File: src/rtl/uart_buf_pkg.sv
// Shared types and constants for the uart byte buffer.
package uart_buf_pkg;

    typedef enum logic [1:0] {
        IDLE    = 2'd0,
        TX_WAIT = 2'd1,
        RX_WAIT = 2'd2
    } state_t;

    localparam int DEFAULT_DEPTH = 16;
    localparam int STAT_W        = 16;

    // Increment that sticks at all-ones instead of wrapping.
    function automatic logic [STAT_W-1:0] sat_inc(input logic [STAT_W-1:0] v);
        return (v == {STAT_W{1'b1}}) ? v : v + 1'b1;
    endfunction

endpackage

File: src/rtl/byte_fifo.sv
// 8-bit synchronous first-word-fall-through FIFO with occupancy count.
// Head is read straight from storage so it is valid as soon as count != 0.
module byte_fifo #(
    parameter  int DEPTH = 16,
    localparam int AW    = $clog2(DEPTH),
    localparam int CW    = $clog2(DEPTH) + 1
) (
    input  logic          clk,
    input  logic          rst,
    input  logic          push,
    input  logic [7:0]    push_data,
    input  logic          pop,
    output logic [7:0]    head,
    output logic [CW-1:0] count,
    output logic          full,
    output logic          empty
);

    logic [7:0]    mem [DEPTH];
    logic [AW-1:0] wr_ptr;
    logic [AW-1:0] rd_ptr;
    logic          do_push;
    logic          do_pop;

    assign full    = (count == CW'(DEPTH));
    assign empty   = (count == '0);
    assign do_pop  = pop && !empty;
    // A push at full is accepted only when a pop frees the head slot in the same cycle.
    assign do_push = push && (!full || do_pop);
    assign head    = mem[rd_ptr];

    // Pointer and occupancy update; pointers wrap naturally since DEPTH is a power of 2.
    always_ff @(posedge clk) begin
        if (rst) begin
            wr_ptr <= '0;
            rd_ptr <= '0;
            count  <= '0;
        end else begin
            if (do_push) wr_ptr <= wr_ptr + 1'b1;
            if (do_pop)  rd_ptr <= rd_ptr + 1'b1;
            if (do_push && !do_pop)      count <= count + 1'b1;
            else if (!do_push && do_pop) count <= count - 1'b1;
        end
    end

    // Storage write; contents need no reset because count gates visibility.
    always_ff @(posedge clk) begin
        if (do_push) mem[wr_ptr] <= push_data;
    end

endmodule

File: src/rtl/uart_byte_buffer.sv
// Core-side byte buffer in front of the uart wrapper: TX FIFO drained one byte
// per uart transmit, RX FIFO filled by uart reads issued while rx_en is set.
// Optional build macro UART_BUF_STATS_EN adds tx_drop_cnt and rx_byte_cnt.
module uart_byte_buffer
    import uart_buf_pkg::*;
#(
    parameter  int DEPTH = DEFAULT_DEPTH,
    localparam int CW    = $clog2(DEPTH) + 1
) (
    input  logic          clk,
    input  logic          rst,
    input  logic [7:0]    tx_data,
    input  logic          tx_valid,
    output logic          tx_ready,
    output logic [7:0]    rx_data,
    output logic          rx_valid,
    input  logic          rx_ready,
    input  logic          rx_en,
    output logic [CW-1:0] tx_count,
    output logic [CW-1:0] rx_count,
    input  logic          u_ready,
    output logic [7:0]    t_data,
    output logic          t_valid,
    input  logic          tx_done,
    output logic          r_valid,
    input  logic [7:0]    r_data,
    input  logic          rx_done
`ifdef UART_BUF_STATS_EN
    ,
    output logic [STAT_W-1:0] tx_drop_cnt,
    output logic [STAT_W-1:0] rx_byte_cnt
`endif
);

    state_t     state, state_nxt;
    logic       t_valid_nxt;
    logic       r_valid_nxt;
    logic [7:0] t_data_nxt;
    logic [7:0] tx_head;
    logic       tx_full;
    logic       tx_empty;
    logic       rx_full;
    logic       rx_empty;
    logic       tx_push;
    logic       tx_pop;
    logic       rx_push;
    logic       rx_pop;

    assign tx_ready = !tx_full;
    assign rx_valid = !rx_empty;
    // Gate on tx_ready so a byte refused at full is never sneaked in by a same-cycle pop.
    assign tx_push  = tx_valid && tx_ready;
    assign tx_pop   = (state == TX_WAIT) && tx_done;
    assign rx_push  = (state == RX_WAIT) && rx_done;
    assign rx_pop   = rx_ready && rx_valid;

    byte_fifo #(.DEPTH(DEPTH)) u_tx_fifo (
        .clk       (clk),
        .rst       (rst),
        .push      (tx_push),
        .push_data (tx_data),
        .pop       (tx_pop),
        .head      (tx_head),
        .count     (tx_count),
        .full      (tx_full),
        .empty     (tx_empty)
    );

    byte_fifo #(.DEPTH(DEPTH)) u_rx_fifo (
        .clk       (clk),
        .rst       (rst),
        .push      (rx_push),
        .push_data (r_data),
        .pop       (rx_pop),
        .head      (rx_data),
        .count     (rx_count),
        .full      (rx_full),
        .empty     (rx_empty)
    );

    // State and registered request outputs.
    always_ff @(posedge clk) begin
        if (rst) begin
            state   <= IDLE;
            t_valid <= 1'b0;
            r_valid <= 1'b0;
            t_data  <= '0;
        end else begin
            state   <= state_nxt;
            t_valid <= t_valid_nxt;
            r_valid <= r_valid_nxt;
            t_data  <= t_data_nxt;
        end
    end

    // Issue decision: TX wins over RX; RX only with room so the single outstanding read always fits.
    always_comb begin
        state_nxt   = state;
        t_valid_nxt = 1'b0;
        r_valid_nxt = 1'b0;
        t_data_nxt  = t_data;
        case (state)
            IDLE: begin
                if (u_ready && !tx_empty) begin
                    state_nxt   = TX_WAIT;
                    t_valid_nxt = 1'b1;
                    t_data_nxt  = tx_head;
                end else if (u_ready && rx_en && !rx_full) begin
                    state_nxt   = RX_WAIT;
                    r_valid_nxt = 1'b1;
                end
            end
            TX_WAIT: if (tx_done) state_nxt = IDLE;
            RX_WAIT: if (rx_done) state_nxt = IDLE;
            default: state_nxt = IDLE;
        endcase
    end

`ifdef UART_BUF_STATS_EN
    // Saturating statistics: refused TX pushes and accepted RX bytes.
    always_ff @(posedge clk) begin
        if (rst) begin
            tx_drop_cnt <= '0;
            rx_byte_cnt <= '0;
        end else begin
            if (tx_valid && !tx_ready) tx_drop_cnt <= sat_inc(tx_drop_cnt);
            if (rx_push)               rx_byte_cnt <= sat_inc(rx_byte_cnt);
        end
    end
`endif

endmodule
File: config.mk
export PLATFORM = sky130hd
export DESIGN_NAME = uart_byte_buffer
export DESIGN_NICKNAME = d
export VERILOG_FILES = /design/src/rtl/uart_buf_pkg.sv /design/src/rtl/byte_fifo.sv /design/src/rtl/uart_byte_buffer.sv
export SDC_FILE = /design/constraint.sdc
export NUM_CORES = 1
export LEC_CHECK = 0
export ABC_AREA = 1
export BUFFER_PORTS_ARGS = -buffer_cell sky130_fd_sc_hd__buf_2
export CAP_MARGIN = 20
export CORE_MARGIN = 2
export CORE_UTILIZATION = 58
export CTS_BUF_LIST = sky130_fd_sc_hd__clkbuf_2 sky130_fd_sc_hd__clkbuf_4 sky130_fd_sc_hd__clkbuf_8
export CTS_CLUSTER_SIZE = 40
export DETAILED_ROUTE_END_ITERATION = 12
export PLACE_DENSITY = 0.81
export SYNTH_ARGS = -nofsm -noshare
export SYNTH_HDL_FRONTEND = slang
export SYNTH_SLANG_ARGS = --single-unit
File: constraint.sdc
create_clock -name clk -period 2.8 [get_ports clk]
set_input_delay 0.14 -clock clk [delete_from_list [all_inputs] [get_ports clk]]
set_output_delay 0.14 -clock clk [all_outputs]
set_load 0.02 [all_outputs]
==> qor.csv <==
metric,value,unit
timing.critical_path.from_type,flop,
synth_compound_area_frac,0.0669,
power.switching,0.00348,W
power.leakage,5.88,nW
relSlewSlack,0.318,
yosys_warnings,0,
pin_count_of_the_biggest_net_entering_global_routing,67,
ys_seq_area_frac,0.664,
drt-initial-drc-count,1070,
synth_mux_area_frac,0,
die_height,153,um
clk_path_buf_depth,3,
combined_global_route_utilization_of_all_metal_layers,0.237,
status,finished clean,
drc,0,
final_antenna_net_count,0,
power.clock.fraction,0.312,
clockRootBuffer,sky130_fd_sc_hd__clkbuf_8,
hold_path.class,in2reg,
place_inst,1518,
worst_setup_hold_path_clk_slew,0.06,ns
post_cts_resized,0,
synth-async-reset-ratio,0,
core-area,21800,sq um
drtPass1Iterations,6,
max_cap_violations,0,
layout_worst_path_cycle_share,0.900,
io_buffers,53,
place.detailed.hpwl,17100,um
grt_pass1_vias,8555,
syn-instance-count,1212,
synthToLayoutAreaGrowth,13.2,%
routed_wire_length_per_instance,16.9,um
synthAdderAreaFrac,0.0207,
tns,0,ns
h-tree-depth,2,
num_io_pins,54,
netSwitchingFraction,0.310,
synth_top_area_cell,sky130_fd_sc_hd__edfxtp_1,
initial_core_util,0.590,
synth_area_leaders,"sky130_fd_sc_hd__edfxtp_1 60%, sky130_fd_sc_hd__nand2_1 8.1%, sky130_fd_sc_hd__dfxtp_1 6.5%, sky130_fd_sc_hd__nand3_1 5.8%, sky130_fd_sc_hd__inv_1 5.2%",
multi_input_comb_area,3320,sq um
power.internal,0.00774,W
worst-endpoint-required,2.66,ns
endpoint_kind,primary output,
clk_lat_worst_skew,0.58,ns
layout-drive-gt1-share,0.124,
final_common_cell,sky130_fd_sc_hd__nand2_1,
mostFrequentLayoutCells,"278 x sky130_fd_sc_hd__nand2_1, 256 x sky130_fd_sc_hd__edfxtp_1, 177 x sky130_fd_sc_hd__inv_1",
count_of_different_cell_masters_after_synthesis,30,
cts.sink_count,298,
fmax,397,MHz
synth_top_area_frac,0.599,
p_seq_frac,0.466,
global_route.overflow_total,0,
cpMostUsedCell,sky130_fd_sc_hd__nand3_1,
setup_viol,0,
die_x,153,um
synthXorXnorAreaFrac,0.00750,
arrival,2.38,ns
worstSetupPathType,reg2out,
tritoncts.num_buffers,45,
clock_skew,0.0446,ns
antennaDiodeCount,0,
die-area,23300,sq um
rsz_0062_raised_after_global_routing,no,
cts_tree,built,
cp_max_fo,65,
power_per_cell_area,773,nW/um^2
route.final.wire_length,27500,um
synth-edff-count,256,
globalplace.congestion,0.877,
postSynth.topFlopCell,sky130_fd_sc_hd__edfxtp_1,
final-instance-count-excl-fill,1622,
crit_chain,"buf_4, a21oi_1, o21ai_0, nand3_1, nand3_1, nand2_1, buf_2",
syn-num-nets,1256,
dominant_combinational_cell_family_by_area_after_synthesis,simple AND/OR/NAND/NOR gates,
post_cts_buffers,0,
site_rows,54,
timing.final.hold_violations,0,
period_needed,2.52,ns
fillers,1557,
total_power,0.0112,W
seqCellArea,8530,sq um
initial_antenna_violation_count,0,
post_synth_and_or_nand_nor_area_fraction,0.163,
vias,8897,
syn_area,12800,sq um
slew_viol_final,0,
design.final.nets,1353,
synth_seq_cells,298,
grt_pass1_wl,44200,um
syn-mean-instance-area,10.6,sq um
post_drt_via_cell_ratio,5.49,
ir_drop,0.593,mV
comb_power_share,0.222,
post_cts_hold_buffer_count,24,
max_stage_delay,0.73,ns
worst_path_slowest_cell,sky130_fd_sc_hd__dfxtp_4,
worst_pin_slew,1.02,ns
[Yosys cell counts, types with 2 or more instances]
library cell,n
sky130_fd_sc_hd__nand2_1,278
sky130_fd_sc_hd__o21a_1,8
sky130_fd_sc_hd__nand2_2,2
sky130_fd_sc_hd__dfxtp_1,42
sky130_fd_sc_hd__nand4_1,4
sky130_fd_sc_hd__clkinv_1,2
sky130_fd_sc_hd__inv_1,177
sky130_fd_sc_hd__o211ai_1,32
sky130_fd_sc_hd__nand3_1,148
sky130_fd_sc_hd__ha_1,18
sky130_fd_sc_hd__nor2_1,38
sky130_fd_sc_hd__buf_2,28
sky130_fd_sc_hd__inv_2,3
sky130_fd_sc_hd__o21ai_0,49
sky130_fd_sc_hd__fa_1,2
sky130_fd_sc_hd__o21bai_1,2
sky130_fd_sc_hd__clkbuf_1,14
sky130_fd_sc_hd__buf_1,3
sky130_fd_sc_hd__nor3_1,20
sky130_fd_sc_hd__edfxtp_1,256
sky130_fd_sc_hd__buf_4,8
sky130_fd_sc_hd__xor2_1,8
sky130_fd_sc_hd__buf_6,4
sky130_fd_sc_hd__a21oi_1,58
sky130_fd_sc_hd__xnor2_1,3
[logic make-up after synthesis]
family          Yosys count
flops                   298
xor+xnor                 11
compound gates          150
simple gates            494
fa+ha+maj                20
buf+inv                 239
[metal layers]
| metal | part of all wire | vias to the layer above | track usage | wire (um) |
|---|---|---|---|---|
| li1 | - | 4272 | - | - |
| met4 | 0.025 | 0 | 0.0750 | 674 |
| met2 | 0.48 | 381 | 0.382 | 13100 |
| met5 | 0 | - | 0 | 0 |
| met1 | 0.42 | 4183 | 0.331 | 11500 |
| met3 | 0.081 | 61 | 0.0458 | 2220 |
[layout make-up]
class                   count  share of cell area
flip-flops and latches    298               0.587
multi-input cells         675               0.228
clock buffers              65              0.0564
repair buffers            107              0.0511
inverters                 182              0.0470
well taps                 280              0.0241
clock inverters            15             0.00568
[stage by stage]
step	cell area (sq um)	setup WS, ns	hold slack (ns)	util
2_1_floorplan	12800	0.450	0.239	-
3_3_place_gp	13400	0.565	0.480	0.615
3_5_place_dp	13400	0.490	0.470	0.615
4_1_cts	14500	0.257	0.00831	0.668
5_1_grt	14500	0.102	0.0290	0.668
6_report	14500	0.279	0.0315	0.668
[worst max-delay path, delay by kind of cell (launching register included)]
family	cells	cell delay, ns
DFF	1	0.73
buffers and inverters	2	0.52
and+or+nand+nor	3	0.33
AOI/OAI and AO/OA	2	0.25
[sequential cells by signal, summed over array words and instances, names as in the netlist, named ones only]
signal	cells
u_rx_fifo.mem	128
u_tx_fifo.mem	128
t_data	8
u_rx_fifo.count	5
u_tx_fifo.count	5
u_rx_fifo.rd_ptr	4
u_rx_fifo.wr_ptr	4
u_tx_fifo.rd_ptr	4
u_tx_fifo.wr_ptr	4
state	2
r_valid	1
t_valid	1
[power groups by stage]
stage          Combinational (W)  Sequential (W)  Clock, W
6_report                 0.00249         0.00523   0.00350
5_1_grt                  0.00277         0.00527   0.00375
4_1_cts                  0.00248         0.00523   0.00355
3_5_place_dp             0.00244         0.00532         0
3_3_place_gp             0.00237         0.00531         0
2_1_floorplan            0.00175         0.00532         0
[final timing paths]
check | to | slack [ns] | cells after the start | startpoint
max | rx_data[1] | 0.28 | 7 | flop
min | state[1] | 0.03 | 5 | u_ready
max reg2reg | u_tx_fifo.count[4] | 0.46 | 13 | u_tx_fifo.count[0]
min reg2reg | u_tx_fifo.rd_ptr[0] | 0.49 | 2 | u_tx_fifo.rd_ptr[0]
No activity file was read; power rests on OpenSTA's default activity.
